===== src/rtl/ram_arbiter.sv =====
`default_nettype none
// ============================================================================
// Module   : ram_arbiter
// Purpose  : Arbitrates CPU and VGA 32-bit accesses onto a 16-bit RAM port,
//            splitting each word into a low and a high halfword beat.
// Revision : 1.0 - initial release
// ============================================================================
module ram_arbiter #(
    parameter bit FAIR = 1'b1
) (
    input  logic        clk,
    input  logic        rst_n,
    input  logic        cpu_req,
    input  logic        cpu_we,
    input  logic [31:0] cpu_addr,
    input  logic [31:0] cpu_wdata,
    output logic [31:0] cpu_rdata,
    output logic        cpu_ack,
    input  logic        vga_req,
    input  logic [31:0] vga_addr,
    output logic [31:0] vga_rdata,
    output logic        vga_ack,
    output logic        mem_req,
    output logic        mem_we,
    output logic [31:0] mem_addr,
    output logic [15:0] mem_wdata,
    input  logic [15:0] mem_rdata,
    input  logic        mem_ack
);

    localparam logic [1:0] c_IDLE = 2'd0;
    localparam logic [1:0] c_LO   = 2'd1;
    localparam logic [1:0] c_HI   = 2'd2;
    localparam logic [1:0] c_DONE = 2'd3;

    localparam logic c_OWN_CPU = 1'b0;
    localparam logic c_OWN_VGA = 1'b1;

    logic [1:0]  r_state;
    logic        r_owner;
    logic        r_last_served;
    logic        r_we;
    logic [29:0] r_addr;
    logic [31:0] r_wdata;
    logic [15:0] r_lo_buf;
    logic [31:0] r_cpu_rdata;
    logic [31:0] r_vga_rdata;

    logic        w_grant_vga;
    logic        w_unused;

    // Byte-lane bits are don't-care: accesses are always word aligned.
    assign w_unused = ^{cpu_addr[1:0], vga_addr[1:0]};

    // On a tie, FAIR hands the grant to whoever was not served last.
    always_comb begin
        w_grant_vga = vga_req;
        if (cpu_req && vga_req) begin
            w_grant_vga = FAIR ? (r_last_served == c_OWN_CPU) : 1'b0;
        end
    end

    always_ff @(posedge clk or negedge rst_n) begin
        if (!rst_n) begin
            r_state       <= c_IDLE;
            r_owner       <= c_OWN_CPU;
            r_last_served <= c_OWN_VGA;
            r_we          <= 1'b0;
            r_addr        <= 30'd0;
            r_wdata       <= 32'd0;
            r_lo_buf      <= 16'd0;
            r_cpu_rdata   <= 32'd0;
            r_vga_rdata   <= 32'd0;
        end else begin
            case (r_state)
                c_IDLE: begin
                    if (cpu_req || vga_req) begin
                        r_state <= c_LO;
                        if (w_grant_vga) begin
                            r_owner <= c_OWN_VGA;
                            r_we    <= 1'b0;
                            r_addr  <= vga_addr[31:2];
                            r_wdata <= 32'd0;
                        end else begin
                            r_owner <= c_OWN_CPU;
                            r_we    <= cpu_we;
                            r_addr  <= cpu_addr[31:2];
                            r_wdata <= cpu_wdata;
                        end
                    end
                end
                c_LO: begin
                    if (mem_ack) begin
                        r_lo_buf <= mem_rdata;
                        r_state  <= c_HI;
                    end
                end
                c_HI: begin
                    if (mem_ack) begin
                        // Commit the whole word at once so rdata never shows a half-updated value.
                        if (!r_we) begin
                            if (r_owner == c_OWN_VGA) begin
                                r_vga_rdata <= {mem_rdata, r_lo_buf};
                            end else begin
                                r_cpu_rdata <= {mem_rdata, r_lo_buf};
                            end
                        end
                        r_state <= c_DONE;
                    end
                end
                default: begin
                    r_last_served <= r_owner;
                    r_state       <= c_IDLE;
                end
            endcase
        end
    end

    always_comb begin
        mem_addr  = 32'd0;
        mem_wdata = 16'd0;
        if (r_state == c_LO) begin
            mem_addr  = {r_addr, 2'b00};
            mem_wdata = r_wdata[15:0];
        end else if (r_state == c_HI) begin
            mem_addr  = {r_addr, 2'b10};
            mem_wdata = r_wdata[31:16];
        end
    end

    assign mem_req   = (r_state == c_LO) || (r_state == c_HI);
    assign mem_we    = mem_req && r_we;
    assign cpu_ack   = (r_state == c_DONE) && (r_owner == c_OWN_CPU);
    assign vga_ack   = (r_state == c_DONE) && (r_owner == c_OWN_VGA);
    assign cpu_rdata = r_cpu_rdata;
    assign vga_rdata = r_vga_rdata;

endmodule
`default_nettype wire


===== config.mk =====
export PLATFORM = sky130hd
export DESIGN_NAME = ram_arbiter
export DESIGN_NICKNAME = d
export VERILOG_FILES = /design/src/rtl/ram_arbiter.sv
export SDC_FILE = /design/constraint.sdc
export NUM_CORES = 1
export LEC_CHECK = 0
export BUFFER_PORTS_ARGS = -buffer_cell sky130_fd_sc_hd__buf_4
export CORE_MARGIN = 5
export CORE_UTILIZATION = 48
export DETAILED_ROUTE_END_ITERATION = 12
export GPL_ROUTABILITY_DRIVEN = 0
export GPL_TIMING_DRIVEN = 0
export PLACE_DENSITY = 0.78
export SETUP_SLACK_MARGIN = 0.3
export SLEW_MARGIN = 20
export SYNTH_ARGS = -nofsm -noshare
export SYNTH_HDL_FRONTEND = slang
export SYNTH_SLANG_ARGS = --single-unit

===== constraint.sdc =====
create_clock -name clk -period 2.4 [get_ports clk]
set_clock_uncertainty 0.1 [all_clocks]
set_input_delay 0.24 -clock clk [delete_from_list [all_inputs] [get_ports clk]]
set_output_delay 0.24 -clock clk [all_outputs]
set_load 0.005 [all_outputs]

After elaboration in Yosys (flattened, before gate mapping)
Index checks and enable logic that the tools add are counted.

word-level totals
  bits in registers = 147
  input bits = 118
  output and inout bits = 116
  word-level logic and storage cells = 44

cells by class
  equal/unequal tests = 6
  muxes and demuxes = 13
  bitwise logic cells = 3
  reductions and logical operators = 13

operators with widths
  operator                                                          count
  32-bit two-way mux                                                3
  16-bit two-way mux                                                2
  30-bit two-way mux                                                1
  4-bit AND reduction                                               2
  2-bit two-way mux                                                 3
  2-bit inequality test (second input constant)                     3
  2-bit one-hot mux with 3 select lines                             1
  2-bit == test (second input constant)                             2
  1-bit logical AND                                                 4
  2-bit AND reduction                                               2
  1-bit two-way mux                                                 3
  1-bit inverter                                                    3
  3-bit AND reduction                                               1
  3-bit OR reduction                                                1
  2-bit by 1-bit == test with 1-bit output (second input constant)  1
  2-bit zero test                                                   1
  1-bit logical OR                                                  2

Logic depth before layout (Yosys ltp)
Gate-level depths: netlist of run 1.

  word-level depth = 3
  mapped depth = 7
  mapped depth without buffers = 5

Worst setup path before layout of run 1
OpenSTA, ideal clock, no wires.

  path kind = register to register
  start = reg r_state[0]
  end = reg r_cpu_rdata[21], in the netlist cpu_rdata[21]
  library setup time = 0.125 ns
  arrival time = 1.586 ns
  required time = 2.175 ns
  slack = 0.589 ns
  cell stages (with the launch flop) = 7
  period minus slack after synthesis = 1.811 ns
  path through = dfrtp_1 > inv_1 > ha_1 > nand2_1 > nor3_4 > buf_6 > mux2_2

between the ends
  longest elaborated chain between the ends = 2

RTL lines
  what                           RTL line  text
  from (decl)                    39        logic [1:0] r_state;
  from (signal assigned)         65        r_state <= c_IDLE;
  from (signal assigned)         78        r_state <= c_LO;
  from (signal assigned)         95        r_state <= c_HI;
  2-bit == test                  75        case (r_state)
  4-bit AND reduction (no line)  --
  to (signal assigned)           105       r_cpu_rdata <= {mem_rdata, r_lo_buf};
  to (decl)                      46        logic [31:0] r_cpu_rdata;

Every way passes these cells.
A chain may end at the register's enable or synchronous reset.

Worst setup path after layout of run 1
  start = reg r_state[1]
  end = out mem_wdata[9]

between the ends
  longest elaborated chain between the ends = 3

RTL lines
  what                  RTL line  text
  2-bit == test         125       end else if (r_state == c_HI) begin
  16-bit two-way mux    125
  16-bit two-way mux *  122       if (r_state == c_LO) begin
  to (decl)             26        output logic [15:0] mem_wdata,

Mark *: on every way between the ends. The rest lies on a longest branch, timed or not.

==> flow_summary.json, run 1 <==
{
  "max_freq_ghz": 0.460,
  "core-area_sq_um": 12600,
  "synthesis.nets": 615,
  "synth_top_family_by_area": "multiplexers",
  "power_w": 0.0128,
  "clk_root_buffer_cell": "clkbuf_16",
  "setup_tns_ns": 0,
  "synth_compound_area_frac": 0.128,
  "vias_per_cell": 5.39,
  "port_buffers": 228,
  "synthAdderAreaFrac": 0.0122,
  "ys_warn_count": 0,
  "path_common_cell": "buf_6",
  "ys_ff_latch": 147,
  "slew_headroom": 0.648,
  "grt_pass1_vias": 5880,
  "seq_area_frac_synth": 0.596,
  "track_usage": 0.267,
  "ios": 234,
  "grt_overflow_total": 0,
  "multi_input_area_sq_um": 2330,
  "netlist_area_sq_um": 6180,
  "drtIter0Drc": 388,
  "slew_viol_final": 0,
  "die_x_um": 123,
  "outcome": "completed",
  "drt_wl_total_um": 20000,
  "finalWorstSetupSlack_ns": 0.225,
  "cp-start-kind": "flop",
  "p_per_area_nw_per_um2": 1320,
  "crit_chain": "buf_6 -> ha_4 -> nor2b_4 -> buf_8 -> buf_6 -> a22o_1 -> buf_6",
  "tightest_slew_ns": 0.528,
  "grt_max_degree": 79,
  "cts_tree": "built",
  "slowest_stage": "dfrtp_1",
  "arrival_ns": 1.83,
  "fin_area_sq_um": 9730,
  "finalSetupViolations": 0,
  "cts.sinks": 147,
  "place_area_sq_um": 8140,
  "synth_cells": 491,
  "htree_levels": 4,
  "n_antenna_cell": 0,
  "synth_mux_area_frac": 0.151,
  "worst_hold_slack_ns": 0.0196,
  "cp_slowest_stage_delay_ns": 0.40,
  "dr.pass1.iters": 5,
  "grt_setup_unrepaired": "true",
  "synth_xor_area_frac": 0,
  "synth_edf_count": 0,
  "syn_avg_cell_area_sq_um": 12.6,
  "grt_first_pass_wirelength_um": 30800,
  "antenna_found_initial": 0,
  "vias": 5457,
  "fillers": 765,
  "hold_violations": 0,
  "end_kind": "output port",
  "drtAntennaViolNets": 0,
  "drc": 0,
  "min_path_type": "primary input to flop",
  "ir_drop_v": 0.000712,
  "cts_buffer_depth": 2,
  "timing.final.crit_share": 0.906,
  "final-seq-area_sq_um": 3680,
  "drive_gt1_frac": 0.456,
  "dp_hpwl_um": 12600,
  "synthArstFlopShare": 1.00,
  "initial_core_util": 0.489,
  "synth-simple-area-share": 0.0798,
  "drv_cap": 0,
  "fin_crit_ns": 2.17,
  "nets": 955,
  "cts_buffers": 17,
  "place_ws_ns": 0.197,
  "clk_pin_slew_worst_paths_ns": 0.06,
  "synth_cell_types": 27,
  "die-area_sq_um": 15200,
  "dieHeight_um": 123,
  "critical_path_class": "flop to output port",
  "required_ns": 2.06,
  "critPathMaxFanout": 5,
  "ys.flop_type": "dfrtp_1",
  "wl_per_cell_um": 19.7,
  "insertion_delay_ns": 0.42,
  "p_leak_nw": 4.68,
  "row_count": 41,
  "area_delta_synth_final_pct": 57.5
}
[critical path: cells and delay by family (launching register included)]
kind | cells | cell delay [ns]
compound gates | 1 | 0.23
flops | 1 | 0.40
buf+inv | 4 | 0.50
simple gates | 1 | 0.13
fa+ha+maj | 1 | 0.16
[through the flow]
step | utilization | cells
after floorplan | - | 491
after global placement | 0.642 | 891
after detailed placement | 0.645 | 892
after CTS | 0.767 | 1011
after global routing | 0.771 | 1012
final | 0.771 | 1012
[state kept, by name (all words and copies together), names as in the netlist]
register       cells
vga_rdata         32
r_last_served      1
cpu_rdata         32
r_we               1
r_wdata           32
r_addr            30
r_state            2
r_owner            1
r_lo_buf          16
[layout by cell type, fill, tap and decap left out, drive strengths merged, types with 2 or more instances in the layout]
master	synthesis	final
buf	23	260
dfrtp	146	146
dlygate4sd3	0	83
mux2	82	82
a21oi	60	60
a22o	50	50
nor2	34	34
clkbuf	11	34
nand2	32	32
nor2b	31	31
ha	6	6
clkinv	0	4
inv	2	2
and2	2	2
bufinv	0	2
[final cells by class]
| cell class | count | share of cell area |
|---|---|---|
| Sequential cell | 147 | 0.378 |
| Timing Repair Buffer | 321 | 0.274 |
| Multi-Input combinational cell | 308 | 0.240 |
| Clock buffer | 22 | 0.0498 |
| Buffer | 34 | 0.0266 |
| Tap cell | 172 | 0.0221 |
| Clock inverter | 6 | 0.00823 |
| Inverter | 2 | 0.000772 |
[layer usage]
metal	GRT usage	up-vias	wire length, um
li1	-	2403	-
met1	0.308	2675	7430
met2	0.458	326	9950
met3	0.0833	53	1950
met4	0.112	0	659
met5	0	-	0
[power by group]
group	internal, W	switching [W]	leakage (nW)
Clock	0.00161	0.000953	0.283
Sequential	0.00374	0.000814	1.77
Combinational	0.00328	0.00243	2.63
[what timing repair did]
action                                 4_1_cts  5_1_grt
cloned                                       1        0
endpoints found under the hold margin      180        0
resized for setup                           26       12
setup endpoints to repair                   47       85
hold buffers                                83        0
buffers inserted                             7        1
pin swaps                                    4        6
[synth_stat cells (2+ instances only)]
cell        n  area share
buf_2      16       0.013
buf_6       6       0.011
clkbuf_1   11      0.0067
nor2_1     34       0.021
nor2b_1    31       0.031
a22o_1     50       0.071
dfrtp_1   146        0.59
inv_1       2      0.0012
and2_1      2      0.0020
mux2_1      5      0.0091
a21oi_1    60       0.049
mux2_2     77        0.14
ha_1        6       0.012
nand2_1    32       0.019
[path summary, 6_finish.rpt]
path,to,cells after the start,from,slack (ns)
max,mem_wdata[9],7,r_state[1],0.23
min,r_addr[8],3,vga_addr[10],0.02
max reg2reg,r_lo_buf[8],5,r_state[0],0.40
min reg2reg,cpu_rdata[27],1,cpu_rdata[27],0.39
max in group asynchronous,r_last_served,3,rst_n,1.12
min in group asynchronous,cpu_rdata[17],2,rst_n,0.29
[cell families (layout without fill, tap and decap cells)]
group	Yosys count	after routing
AOI/OAI and AO/OA	116	116
muxes	83	83
other	1	1
adders and majority gates	6	6
and+or+nand+nor	102	102
DFF	147	147
buffers and inverters	36	385
Power figures use the tool's default switching activity.
==> run 2: changes to the inputs <==
--- a/config.mk
+++ b/config.mk
@@ -7,11 +7,11 @@
 export LEC_CHECK = 0
 export BUFFER_PORTS_ARGS = -buffer_cell sky130_fd_sc_hd__buf_4
 export CORE_MARGIN = 5
-export CORE_UTILIZATION = 48
+export CORE_UTILIZATION = 44
 export DETAILED_ROUTE_END_ITERATION = 12
 export GPL_ROUTABILITY_DRIVEN = 0
 export GPL_TIMING_DRIVEN = 0
-export PLACE_DENSITY = 0.78
+export PLACE_DENSITY = 0.76
 export SETUP_SLACK_MARGIN = 0.3
 export SLEW_MARGIN = 20
 export SYNTH_ARGS = -nofsm -noshare
==> constraint.sdc (replaced) <==
create_clock -name clk -period 1.84 [get_ports clk]
set_clock_uncertainty 0.1 [all_clocks]
set_input_delay 0.184 -clock clk [delete_from_list [all_inputs] [get_ports clk]]
set_output_delay 0.184 -clock clk [all_outputs]
set_load 0.005 [all_outputs]
==> flow_summary.json, run 2 (synthesis gave the netlist of run 1 again) <==
{
  "critical_path_class": "flop to output port",
  "grt_overflow_total": 0,
  "hp-start": "mem_ack",
  "place_inst": 900,
  "use_met3": 0.0631,
  "place_ws_ns": -0.176,
  "drc": 0,
  "die-area_sq_um": 16500,
  "dr.pass1.iters": 7,
  "vias": 5864,
  "cts.sinks": 147,
  "grtUsageMet1": 0.295,
  "reg2reg_from": "r_state[1]",
  "worstRegToRegCells": 11,
  "drv_cap": 0,
  "layout_common_cells": "buf_4 (230), dfrtp_1 (144), dlygate4sd3_1 (110)",
  "cts_buffer_depth": 2,
  "critPathMaxFanout": 5,
  "timing.final.crit_share": 1.19,
  "core-area_sq_um": 13800,
  "drive_gt1_frac": 0.544,
  "grt_pass1_vias": 6013,
  "max_freq_ghz": 0.458,
  "row_count": 43,
  "drtAntennaViolNets": 0,
  "dieHeight_um": 128,
  "hold_violations": 0,
  "end_kind": "output port",
  "finalWorstSetupSlack_ns": -0.342,
  "arrival_ns": 1.90,
  "layoutNonFillerInstCount": 1097,
  "regToRegEndpoint": "cpu_rdata[5]",
  "place_area_sq_um": 8190,
  "violations": "setup timing",
  "finalSetupViolations": 173,
  "outcome": "finished with violations",
  "initial_core_util": 0.447,
  "gr-usage-met2": 0.418,
  "p_per_area_nw_per_um2": 1730,
  "slew_viol_final": 0,
  "track_usage": 0.244,
  "insertion_delay_ns": 0.41,
  "clk_root_buffer_cell": "clkbuf_16",
  "vias_per_cell": 5.35,
  "grt_max_degree": 86,
  "holdPathStages": 3,
  "final_common_cell": "buf_4",
  "slew_headroom": 0.660,
  "dp_hpwl_um": 12300,
  "ios": 234,
  "htree_levels": 4,
  "die_x_um": 128,
  "area_delta_synth_final_pct": 87.0,
  "nets": 1025,
  "fin_area_sq_um": 11500,
  "holdPathEnd": "r_state[0]",
  "grt_most_used_layer": "met2",
  "cp-start-kind": "flop",
  "antenna_found_initial": 0,
  "p_leak_nw": 5.54,
  "required_ns": 1.56,
  "min_path_type": "primary input to flop",
  "worst_hold_slack_ns": 0.109,
  "drtIter0Drc": 351,
  "drt_wl_total_um": 23800,
  "cts_tree": "built",
  "ir_drop_v": 0.000886,
  "grt_first_pass_wirelength_um": 31500,
  "fin_crit_ns": 2.18,
  "rrSetupSlack_ns": -0.28,
  "wl_per_cell_um": 21.7,
  "clk_pin_slew_worst_paths_ns": 0.06,
  "cts_buffers": 17,
  "port_buffers": 228,
  "power_w": 0.0200,
  "grt_setup_unrepaired": "true",
  "tightest_slew_ns": 0.510
}
## run 2: changes by cell type in the layout (fill, tap and decap cells not counted), moves of 17 or more
cell	previous run	this run
dlygate4sd3_1	83	110
mux2_4	0	69
a21oi_2	0	32
a21oi_1	60	11
mux2_2	77	13
a21oi_4	0	17
buf_6	14	40
## run 2: power by group
part           total [W]  leakage, nW  switching [W]  internal [W]
Combinational     0.0103         3.48        0.00407       0.00627
Sequential       0.00608         1.77        0.00119       0.00489
Clock            0.00355        0.288        0.00139       0.00216
Total             0.0200         5.54        0.00664        0.0133
## run 2: what timing repair did
action	CTS	global route
buffers inserted	15	22
resized for setup	72	200
gates cloned	4	11
pin swaps	7	54
hold buffers	110	0
setup endpoints to repair	194	197
endpoints found under the hold margin	173	0
## run 2: worst max-delay path by stage
stage / cells past startpoint / end / from
after CTS: 7 / mem_wdata[12] / r_state[1]
after detailed placement: 7 / mem_addr[8] / r_state[1]
after global routing: 8 / mem_wdata[12] / r_state[1]
after floorplan: 6 / cpu_rdata[21] / r_state[0]
after global placement: 7 / mem_addr[2] / r_state[1]
final: 8 / mem_wdata[12] / r_state[1]
## run 2: worst max-delay path: stages (launching register included)
cell and delay, ns:
dfrtp_2 0.44, inv_2 0.09, ha_2 0.18, buf_6 0.11
nor2b_1 0.04, buf_4 0.15, buf_6 0.13, a22o_1 0.21
buf_4 0.14
## run 2: cell type report
cell class	instances	area, sq um
well taps	180	225
inverters	2	7.51
repair buffers	391	3600
clock buffers	18	439
diodes	4	10.0
flip-flops and latches	147	3680
multi-input cells	308	3010
plain buffers	34	409
clock inverters	13	159
fillers	627	2280
## run 2: routing by layer
layer / routed length, um / share of wire
met1: 8790 / 0.37
met2: 12600 / 0.53
met3: 1750 / 0.073
met4: 618 / 0.026
met5: 0 / 0
## run 2: metrics by stage
stage,util,setup TNS [ns]
global placement,0.590,-19.76
CTS,0.745,-28.22
finish,0.835,-32.40
detailed placement,0.592,-10.37
global route,0.834,-43.79
floorplan,-,0
==> run 3: changes to the inputs <==
--- a/config.mk
+++ b/config.mk
@@ -5,13 +5,14 @@
 export SDC_FILE = /design/constraint.sdc
 export NUM_CORES = 1
 export LEC_CHECK = 0
+export ABC_AREA = 1
 export BUFFER_PORTS_ARGS = -buffer_cell sky130_fd_sc_hd__buf_4
 export CORE_MARGIN = 5
-export CORE_UTILIZATION = 44
+export CORE_UTILIZATION = 46
 export DETAILED_ROUTE_END_ITERATION = 12
 export GPL_ROUTABILITY_DRIVEN = 0
 export GPL_TIMING_DRIVEN = 0
-export PLACE_DENSITY = 0.76
+export PLACE_DENSITY = 0.77
 export SETUP_SLACK_MARGIN = 0.3
 export SLEW_MARGIN = 20
 export SYNTH_ARGS = -nofsm -noshare
==> flow_summary.json, run 3 <==
{
  "reg2reg_from": "r_state[0]",
  "clk_pin_slew_worst_paths_ns": 0.06,
  "outcome": "finished with violations",
  "post-synth-top-count-cell": "nand2_1",
  "vias": 7659,
  "hp-start": "vga_addr[22]",
  "timing.final.crit_share": 1.14,
  "ios": 234,
  "grt_setup_unrepaired": "true",
  "slew_viol_final": 0,
  "nets": 1365,
  "drive_gt1_frac": 0.463,
  "synth_edf_count": 0,
  "synth_cells": 851,
  "core-area_sq_um": 14600,
  "rrSetupSlack_ns": -0.10,
  "cts.sinks": 147,
  "final_common_cell": "buf_4",
  "port_buffers": 227,
  "die-area_sq_um": 17600,
  "place_inst": 1263,
  "drt_wl_total_um": 28500,
  "drc": 0,
  "clk_root_buffer_cell": "clkbuf_16",
  "drtIter0Drc": 573,
  "holdPathStages": 5,
  "wl_per_cell_um": 19.8,
  "layoutNonFillerInstCount": 1438,
  "vias_per_cell": 5.33,
  "cts_buffer_depth": 2,
  "cts_buffers": 17,
  "initial_core_util": 0.471,
  "arrival_ns": 1.81,
  "fin_crit_ns": 2.09,
  "synthesis.nets": 975,
  "p_leak_nw": 6.42,
  "cts_tree": "built",
  "synthArstFlopShare": 1.00,
  "synth_top_cell_by_area": "dfrtp_1",
  "drtAntennaViolNets": 0,
  "hold_violations": 0,
  "required_ns": 1.56,
  "dieHeight_um": 133,
  "seq_area_frac_synth": 0.533,
  "finalSetupViolations": 108,
  "syn_avg_cell_area_sq_um": 8.11,
  "finalWorstSetupSlack_ns": -0.254,
  "worstRegToRegCells": 11,
  "grt_first_pass_wirelength_um": 40300,
  "worst_hold_slack_ns": 0.00661,
  "layout_common_cells": "buf_4 (227), nand2_1 (211), dfrtp_1 (145)",
  "row_count": 44,
  "critPathMaxFanout": 6,
  "netlist_top_cells_area": "dfrtp_1 (53%), nand2_1 (15%), nand3_1 (8.0%), inv_1 (7.1%), o21ai_0 (3.1%)",
  "ys.flop_type": "dfrtp_1",
  "max_freq_ghz": 0.478,
  "die_x_um": 133,
  "startpoint": "r_state[1]",
  "grt_overflow_total": 0,
  "synth_top_area_frac": 0.529,
  "cp-start-kind": "flop",
  "grt_pass1_vias": 7564,
  "grt_max_degree": 87,
  "holdPathEnd": "r_addr[20]",
  "end_kind": "output port",
  "ir_drop_v": 0.000980,
  "area_delta_synth_final_pct": 77.6,
  "p_per_area_nw_per_um2": 1620,
  "min_path_type": "primary input to flop",
  "insertion_delay_ns": 0.42,
  "ys_warn_count": 0,
  "htree_levels": 4,
  "track_usage": 0.286,
  "critical_path_class": "flop to output port",
  "synthTopCellsByCount": "nand2_1 (280), dfrtp_1 (146), inv_1 (131)",
  "dr.pass1.iters": 5,
  "ys_ff_latch": 147,
  "netlist_area_sq_um": 6900,
  "dp_hpwl_um": 14400,
  "antenna_found_initial": 2,
  "violations": "setup timing",
  "regToRegEndpoint": "r_wdata[22]",
  "synth_cell_types": 21,
  "drv_cap": 0
}
==> run 3: cell types whose count changed after synthesis, sizes merged, moves of 2 or more <==
cell / change
a21oi: -60
a22o: -50
and2: -2
buf: +15
inv: +130
mux2: -82
nand2: +251
nand3: +111
nor2: +4
nor2b: -31
o21ai: +82
==> run 3: worst max-delay path, cell delays in order, from the launching register on <==
cell	delay, ns
dfrtp_1	0.43
buf_6	0.15
ha_4	0.16
buf_8	0.13
nor2_4	0.09
buf_12	0.13
buf_6	0.12
nor2_1	0.05
buf_4	0.13
==> run 3: kinds of logic (layout without fill, tap and decap cells) <==
logic type,count (synthesis),count (layout),share of synthesized area
compound gates,83,83,0.0716
simple gates,433,434,0.261
fa+ha+maj,6,6,0.0109
other cells,1,3,0.000543
buf+inv,181,581,0.123
flops,147,147,0.533
==> run 3: how the worst max path moves through the flow <==
stage               endpoint  slack (ns)  depth (start not counted)
2_1_floorplan   mem_addr[10]        0.28                          6
3_3_place_gp    cpu_rdata[9]       -0.22                          1
3_5_place_dp     mem_addr[7]       -0.08                          7
4_1_cts         mem_addr[28]       -0.21                          8
5_1_grt        mem_wdata[10]       -0.34                          8
6_report         mem_addr[3]       -0.25                          8
==> run 3: metal layers <==
layer / wire length (um) / vias up / GRT usage / share of wire
met5: 0 / - / 0 / 0
met3: 1910 / 143 / 0.0657 / 0.067
met2: 14000 / 430 / 0.472 / 0.49
li1: - / 3403 / - / -
met4: 1790 / 0 / 0.133 / 0.063
met1: 10900 / 3683 / 0.359 / 0.38
==> run 3: timing repair <==
item / in CTS / in global routing
resized for setup: 182 / 214
hold buffers: 83 / 0
hold endpoints to repair: 150 / 0
pin swaps: 73 / 77
gates cloned: 16 / 6
setup endpoints to repair: 195 / 197
setup buffers: 30 / 8
==> run 3: through the flow <==
step	instance area [sq um]	setup WS, ns	utilization	total power [W]	setup TNS, ns
after global routing	12300	-0.336	0.837	0.0209	-21.49
final	12300	-0.254	0.837	0.0198	-13.72
after floorplan	6910	0.284	-	0.00894	0
after global placement	8840	-0.217	0.604	0.0121	-32.37
after CTS	11400	-0.210	0.781	0.0178	-8.56
after detailed placement	8880	-0.0762	0.606	0.0122	-2.08
==> run 3: power breakdown <==
part           switching [W]  internal [W]
Clock                0.00139       0.00207
Combinational        0.00525       0.00524
Sequential           0.00115       0.00472
Total                0.00779        0.0120
==> run 3: area by class of cell <==
| type | count | area (sq um) |
|---|---|---|
| Fill cell | 766 | 2380 |
| Buffer | 49 | 582 |
| Timing Repair Buffer | 370 | 3400 |
| Inverter | 132 | 504 |
| Antenna cell | 2 | 5.00 |
| Multi-Input combinational cell | 524 | 3280 |
| Tap cell | 184 | 230 |
| Sequential cell | 147 | 3680 |
| Clock inverter | 11 | 128 |
| Clock buffer | 19 | 453 |
